===== config.mk =====
export PLATFORM = sky130hd
export DESIGN_NAME = apb3_fabric
export DESIGN_NICKNAME = d
export VERILOG_FILES = /design/src/rtl/apb3_fabric_pkg.sv /design/src/rtl/apb3_fabric_wdog.sv /design/src/rtl/apb3_fabric.sv
export SDC_FILE = /design/constraint.sdc
export NUM_CORES = 1
export LEC_CHECK = 0
export ABC_AREA = 0
export CORE_AREA = 2 2 284 286
export DETAILED_ROUTE_END_ITERATION = 7
export DIE_AREA = 0 0 286 288
export GPL_TIMING_DRIVEN = 0
export SLEW_MARGIN = 20
export SYNTH_ARGS = -nofsm -noshare
export SYNTH_HDL_FRONTEND = slang
export SYNTH_SLANG_ARGS = --single-unit

===== constraint.sdc =====
create_clock -name PCLK -period 6.05 [get_ports PCLK]
set_input_delay 1.21 -clock PCLK [delete_from_list [all_inputs] [get_ports PCLK]]
set_output_delay 1.21 -clock PCLK [all_outputs]
set_load 0.05 [all_outputs]

===== src/rtl/apb3_fabric_pkg.sv =====
// apb3_fabric_pkg: shared types and constants for the APB3 fabric.
//   - state_e         : transfer state machine encoding
//   - NSLOTS          : number of requester slots (16)
//   - SLOT_IDX_W      : width of the slot-index field decoded from PADDR
//   - SLOT_EN_DEFAULT : default populated-slot mask (slots 1..5)
//   - slot_onehot()   : slot index to one-hot select vector
package apb3_fabric_pkg;

   localparam int unsigned NSLOTS     = 16;
   localparam int unsigned SLOT_IDX_W = 4;

   localparam logic [NSLOTS-1:0] SLOT_EN_DEFAULT = 16'h003E;

   typedef enum logic [1:0] {
      IDLE,
      SETUP,
      ACCESS,
      RESP
   } state_e;

   function automatic logic [NSLOTS-1:0] slot_onehot(input logic [SLOT_IDX_W-1:0] idx);
      logic [NSLOTS-1:0] oh;
      oh      = '0;
      oh[idx] = 1'b1;
      return oh;
   endfunction

endpackage


===== src/rtl/apb3_fabric_wdog.sv =====
// apb3_fabric_wdog: access-phase watchdog for apb3_fabric.
// Only instantiated when APB3_FABRIC_TIMEOUT_EN is defined.
// Ports:
//   clk    in  clock, rising edge
//   rst    in  synchronous active-high reset
//   clr    in  clear the count (asserted while the fabric is in SETUP)
//   run    in  count this cycle (ACCESS without the selected slot's ready)
//   expire out this waiting cycle is the TIMEOUT_CYC-th one; abort now
module apb3_fabric_wdog #(
   parameter int unsigned TIMEOUT_CYC = 255
) (
   input  logic clk,
   input  logic rst,
   input  logic clr,
   input  logic run,
   output logic expire
);

   localparam logic [15:0] LIMIT = 16'(TIMEOUT_CYC - 1);

   logic [15:0] cnt_q, cnt_d;

   always_comb begin
      cnt_d = cnt_q;
      if (clr) begin
         cnt_d = '0;
      end else if (run) begin
         cnt_d = cnt_q + 16'd1;
      end
   end

   always_ff @(posedge clk) begin
      if (rst) begin
         cnt_q <= '0;
      end else begin
         cnt_q <= cnt_d;
      end
   end

   // cnt_q holds the waiting cycles already elapsed, so the current cycle is
   // number cnt_q+1; a ready in this same cycle masks run and wins.
   assign expire = run && (cnt_q == LIMIT);

endmodule


===== src/rtl/apb3_fabric.sv =====
// apb3_fabric: registered APB3 interconnect, one completer port to 16
// requester slots. Slot index = PADDR[DEC_LSB+3:DEC_LSB]. Every transfer is
// re-timed through IDLE -> SETUP -> ACCESS -> RESP; disabled slots get an
// immediate error response.
// Optional feature: define APB3_FABRIC_TIMEOUT_EN to add an access-phase
// watchdog (TIMEOUT_CYC cycles) that aborts with PSLVERR=1.
// Ports:
//   PCLK, PRESET                clock, synchronous active-high reset
//   PSEL, PENABLE, PWRITE       master-side controls
//   PADDR, PWDATA               master address / write data
//   PRDATA, PREADY, PSLVERR     registered response to the master
//   PSELS                       one-hot slot selects
//   PENABLES, PWRITES           slave-side controls
//   PADDRS, PWDATAS             latched address / write data
//   PRDATAS                     slot n read data at [n*DATA_W +: DATA_W]
//   PREADYS, PSLVERRS           per-slot ready / error
import apb3_fabric_pkg::*;

module apb3_fabric #(
   parameter int unsigned       DATA_W      = 32,
   parameter int unsigned       ADDR_W      = 32,
   parameter int unsigned       DEC_LSB     = 12,
   parameter logic [NSLOTS-1:0] SLOT_EN     = SLOT_EN_DEFAULT,
   parameter int unsigned       TIMEOUT_CYC = 255
) (
   input  logic                     PCLK,
   input  logic                     PRESET,
   input  logic                     PSEL,
   input  logic                     PENABLE,
   input  logic                     PWRITE,
   input  logic [ADDR_W-1:0]        PADDR,
   input  logic [DATA_W-1:0]        PWDATA,
   output logic [DATA_W-1:0]        PRDATA,
   output logic                     PREADY,
   output logic                     PSLVERR,
   output logic [NSLOTS-1:0]        PSELS,
   output logic                     PENABLES,
   output logic                     PWRITES,
   output logic [ADDR_W-1:0]        PADDRS,
   output logic [DATA_W-1:0]        PWDATAS,
   input  logic [NSLOTS*DATA_W-1:0] PRDATAS,
   input  logic [NSLOTS-1:0]        PREADYS,
   input  logic [NSLOTS-1:0]        PSLVERRS
);

   state_e                  state_q, state_d;
   logic [ADDR_W-1:0]       addr_q, addr_d;
   logic [DATA_W-1:0]       wdata_q, wdata_d;
   logic                    write_q, write_d;
   logic [SLOT_IDX_W-1:0]   slot_q, slot_d;
   logic [DATA_W-1:0]       rdata_q, rdata_d;
   logic                    err_q, err_d;

   logic [SLOT_IDX_W-1:0]   req_slot;
   logic                    sel_ready;
   logic                    sel_err;
   logic [DATA_W-1:0]       sel_rdata;
   logic                    timeout;

   assign req_slot  = PADDR[DEC_LSB +: SLOT_IDX_W];
   assign sel_ready = PREADYS[slot_q];
   assign sel_err   = PSLVERRS[slot_q];
   assign sel_rdata = PRDATAS[32'(slot_q) * DATA_W +: DATA_W];

   // PENABLE carries no information here: a transfer starts on PSEL alone.
   logic unused_inputs;

`ifdef APB3_FABRIC_TIMEOUT_EN
   apb3_fabric_wdog #(
      .TIMEOUT_CYC (TIMEOUT_CYC)
   ) u_wdog (
      .clk    (PCLK),
      .rst    (PRESET),
      .clr    (state_q == SETUP),
      .run    ((state_q == ACCESS) && !sel_ready),
      .expire (timeout)
   );
   assign unused_inputs = PENABLE;
`else
   assign timeout       = 1'b0;
   assign unused_inputs = PENABLE ^ (TIMEOUT_CYC != 0);
`endif

   always_comb begin
      state_d = state_q;
      addr_d  = addr_q;
      wdata_d = wdata_q;
      write_d = write_q;
      slot_d  = slot_q;
      rdata_d = '0;
      err_d   = 1'b0;

      unique case (state_q)
         IDLE: begin
            if (PSEL) begin
               addr_d  = PADDR;
               wdata_d = PWDATA;
               write_d = PWRITE;
               slot_d  = req_slot;
               if (SLOT_EN[req_slot]) begin
                  state_d = SETUP;
               end else begin
                  state_d = RESP;
                  err_d   = 1'b1;
               end
            end
         end
         SETUP: begin
            state_d = ACCESS;
         end
         ACCESS: begin
            if (sel_ready) begin
               state_d = RESP;
               rdata_d = write_q ? '0 : sel_rdata;
               err_d   = sel_err;
            end else if (timeout) begin
               state_d = RESP;
               err_d   = 1'b1;
            end
         end
         RESP: begin
            state_d = IDLE;
         end
         default: begin
            state_d = IDLE;
         end
      endcase
   end

   // rdata_q/err_q are only loaded on the edge entering RESP and cleared on
   // every other edge, so PRDATA/PSLVERR are zero outside RESP.
   always_ff @(posedge PCLK) begin
      if (PRESET) begin
         state_q <= IDLE;
         addr_q  <= '0;
         wdata_q <= '0;
         write_q <= 1'b0;
         slot_q  <= '0;
         rdata_q <= '0;
         err_q   <= 1'b0;
      end else begin
         state_q <= state_d;
         addr_q  <= addr_d;
         wdata_q <= wdata_d;
         write_q <= write_d;
         slot_q  <= slot_d;
         rdata_q <= rdata_d;
         err_q   <= err_d;
      end
   end

   assign PSELS    = ((state_q == SETUP) || (state_q == ACCESS)) ? slot_onehot(slot_q) : '0;
   assign PENABLES = (state_q == ACCESS);
   assign PWRITES  = write_q;
   assign PADDRS   = addr_q;
   assign PWDATAS  = wdata_q;
   assign PRDATA   = rdata_q;
   assign PSLVERR  = err_q;
   assign PREADY   = (state_q == RESP);

endmodule


# Word-level counts from Yosys, hierarchy flattened

Memories as Yosys holds them, arrays and structs flattened.
Cells that the tools add are included.

Output and inout port bits: 116
ROM bits: 16
Memories kept: 1
Input bits: 613
Register bits after elaboration: 104

Shifts and indexed selects: 1
Bitwise operators: 2
Reductions and logical operators: 6
Equal/unequal tests: 5
Magnitude comparators: 3
Multiplexer cells: 16

Memories:

| memory          | words | width | rd ports | clocked after Yosys merged registers in | wr ports | RTL line           | source |
|---|---|---|---|---|---|---|---|
| (no name shown) | 16    | 1     | 1        | 0                                       | 0        | apb3_fabric.sv:100 | `if (SLOT_EN[req_slot]) begin` |

Operator list:

| kind                                                        | count |
|---|---|
| indexed part select 512 x 10 -> 32 bit                      | 1 |
| two-way mux 16 bit                                          | 1 |
| less-than comparator 4 x 5 -> 1 bit (second input constant) | 2 |
| binary-select mux 1 bit (select 4 bit)                      | 2 |
| case mux 2 bit (4 select lines)                             | 1 |
| two-way mux 1 bit                                           | 7 |
| two-way mux 2 bit                                           | 3 |
| demux 1 bit (select 4 bit)                                  | 1 |
| equality test 2 bit (second input constant)                 | 2 |
| >= comparator 4 x 1 -> 1 bit (second input constant)        | 1 |
| AND reduction 2 bit                                         | 2 |
| OR reduction 4 bit                                          | 1 |
| equality test 2 x 1 -> 1 bit (second input constant)        | 1 |
| zero test 2 bit                                             | 1 |
| inequality test 2 x 1 -> 1 bit (second input constant)      | 1 |
| inequality test 2 bit (second input constant)               | 1 |
| inverter 1 bit                                              | 2 |
| case mux 1 bit (2 select lines)                             | 1 |
| logical AND 1 bit                                           | 1 |
| logical OR 1 bit                                            | 1 |

# Logic depth before layout (Yosys ltp)

Word-level depth: 5
Depth in mapped cells: 8
Mapped depth without buffers: 6

# Worst setup path before layout

OpenSTA, ideal clock, no wires.

Path kind: register to output
From: reg PADDRS[15] (netlist name)
To: out PSELS[12]
Data arrival time: 2.857 ns
Setup slack: 1.983 ns
Stages on the path, launching flop included: 6
Buffers on the path: 3
Cell sequence: dfxtp_1 -> buf_2 -> buf_1 -> clkbuf_1 -> nand3_1 -> nor3_1

RTL lines:

| item      | RTL line          | source |
|---|---|---|
| to (decl) | apb3_fabric.sv:36 | `output logic [NSLOTS-1:0] PSELS,` |

==> flow_summary.json <==
{
  "max-cap-violations": 0,
  "fin_cells": 2448,
  "max_freq_mhz": 192,
  "fp.dieH_um": 288,
  "synth.avg_cell_area_um2": 12.0,
  "nNetsFinal": 1983,
  "rsz0062_at_grt": "false",
  "cts_setup_buffers": 0,
  "dp_hpwl_um": 61300,
  "root_buffer": "clkbuf_16",
  "power.density_nw_per_um2": 239,
  "slew_viol_final": 0,
  "dp_cells": 2415,
  "pwr-share-clk_pct": 15.9,
  "holdBufCountCts": 0,
  "power_mw": 3.93,
  "area_growth_pct": 119,
  "num_rows": 104,
  "final_common_cell": "clkdlybuf4s50_1",
  "p_sw_share_pct": 44.7,
  "grt_pass1_wl_um": 87100,
  "synthCells": 628,
  "drcViolationCount": 0,
  "grtUsageMet2_pct": 26.7,
  "grt-busiest-layer": "met2",
  "viasPerCell": 3.72,
  "synth_fp_nets": 1245,
  "ys_seq_elements": 100,
  "placed_area_um2": 16100,
  "power_frac_comb_pct": 63.4,
  "overflow": 0,
  "vias": 9100,
  "cts.repair.resized": 0,
  "internal_power_mw": 2.17,
  "port_buffers": 726,
  "fin_skew_ns": 0.0238,
  "worst_pin_slew_ns": 1.06,
  "cp_max_fo": 10,
  "clock_latency_ns": 0.40,
  "setup_violations": 0,
  "grt_start_max_net_pins": 19,
  "synth_cell_types": 27,
  "crit_arrival_ns": 3.99,
  "core_area_um2": 79600,
  "hp-class": "reg -> reg",
  "leakagePower_nw": 5.26,
  "clk_path_buf_depth": 2,
  "layout_common_cells": "clkdlybuf4s50_1 (726), mux4_2 (164), nand2_1 (133)",
  "yosysSeqAreaShare_pct": 26.6,
  "end_kind": "output pin",
  "ys_warn_count": 0,
  "gp_congestion": 0.863,
  "post-route-cell-area_um2": 16500,
  "drive_above_1_share_pct": 15.3,
  "status": "complete, no violations",
  "clkSinkCount": 100,
  "ir_worst_vdd_v": 0.000111,
  "seqPwrFrac_pct": 20.7,
  "tritoncts": "built",
  "cts_buffers": 9,
  "synth_edf_count": 0,
  "antenna_left": 0,
  "slew_headroom_pct": 29.3,
  "grt_pass1_vias": 9506,
  "antenna_found_initial": 53,
  "grt_use_total_pct": 16.2,
  "ios": 729,
  "met3_usage_pct": 6.96,
  "start_util_pct": 9.43,
  "dr.pass1.iters": 5,
  "switchingPower_mw": 1.76,
  "synthArstFlopShare_pct": 0,
  "fin_crit_ns": 5.20,
  "seqCellArea_um2": 2000,
  "critPathRequiredTime_ns": 4.84,
  "die_w_um": 286,
  "fp.dieArea_um2": 82400,
  "drtIter0Drc": 429,
  "fin_tns_setup_ns": 0,
  "criticalPathCategory": "reg -> out",
  "wl_um": 68600,
  "ctsHtreeMaxLevel": 3,
  "clk_pin_slew_ns": 0.07,
  "wl_per_cell_um": 28.0,
  "syn-cell-area_um2": 7510,
  "start_kind": "flop",
  "n_fill_cell": 8780,
  "timing.final.crit_share_pct": 85.9,
  "hold_slack_ns": 0.454,
  "synth_flop_cell": "dfxtp_1",
  "multiInputGateArea_um2": 5170,
  "grtUsageMet1_pct": 18.6,
  "finalHoldViolCount": 0
}
flip-flops by register name, summed over array words and instances (netlist names):
name	count
PRDATA	32
PWRITES	1
state_q	2
PSLVERR	1
PWDATAS	32
PADDRS	32
Yosys cell counts (4+ instances only):
cell type	instances	share of area, %
buf_2	16	1.1
buf_6	9	1.3
nor3_1	6	0.40
mux2i_1	11	1.5
dfxtp_1	100	27
mux4_2	164	49
o21ai_1	4	0.27
clkbuf_1	35	1.7
a22o_1	4	0.47
nor2b_1	35	2.9
nor2_1	16	0.80
nand2_1	133	6.6
buf_1	6	0.30
a21oi_1	66	4.4
nand2b_1	4	0.33
ha_1	4	0.67
layer usage:
metal / vias to the layer above / wire (µm) / share of wire [%]
li1: 3944 / - / -
met1: 4421 / 26600 / 39
met2: 597 / 32100 / 47
met3: 104 / 7210 / 11
met4: 34 / 2490 / 3.6
met5: - / 216 / 0.31
area by class of cell:
class	instances	area share, %
Tap cell	1060	8.06
Sequential cell	100	12.2
Clock buffer	10	1.39
Antenna cell	17	0.259
Inverter	2	0.0456
Buffer	66	2.07
Timing Repair Buffer	727	44.2
Clock inverter	6	0.350
Multi-Input combinational cell	460	31.4
worst max-delay path, cell delays in order, from the launching register on:
cell and delay (ns):
dfxtp_1 0.32, buf_2 0.49, buf_2 0.56, clkbuf_1 0.84, nand3_1 0.32, nor3_1 0.21, clkdlybuf4s50_1 0.84
power groups by stage:
stage	clock network [mW]	logic (mW)	registers, mW
floorplan	0	0.985	1.16
global placement	0	2.53	0.828
detailed placement	0	2.54	0.831
CTS	0.671	2.55	0.816
global route	0.689	2.64	0.825
finish	0.624	2.49	0.814
cells by family (layout without fill, tap and decap cells):
family | Yosys count | count (layout) | synth area share, %
AOI/OAI and AO/OA | 79 | 79 | 5.70
adders and majority gates | 4 | 4 | 0.666
buffers and inverters | 68 | 811 | 4.56
DFF | 100 | 100 | 26.6
muxes | 175 | 175 | 50.6
other | 0 | 17 | 0
and+or+nand+nor | 202 | 202 | 11.8
path summary, 6_finish.rpt:
check / start / end / slack, ns / cells past startpoint
max: PADDRS[15] / PSELS[12] / 0.85 / 6
min: PADDRS[18] / PADDRS[18] / 0.45 / 2
max reg2reg: PADDRS[13] / PRDATA[6] / 2.62 / 6
min reg2reg: PADDRS[18] / PADDRS[18] / 0.45 / 2
stage by stage:
| step | worst slack (ns) | util [%] |
|---|---|---|
| after floorplan | 1.98 | - |
| after global placement | 0.676 | 20.2 |
| after detailed placement | 1.18 | 20.2 |
| after CTS | 0.719 | 20.6 |
| after global routing | 0.653 | 20.6 |
| final | 0.851 | 20.7 |
No activity file was read; power rests on OpenSTA's default activity.
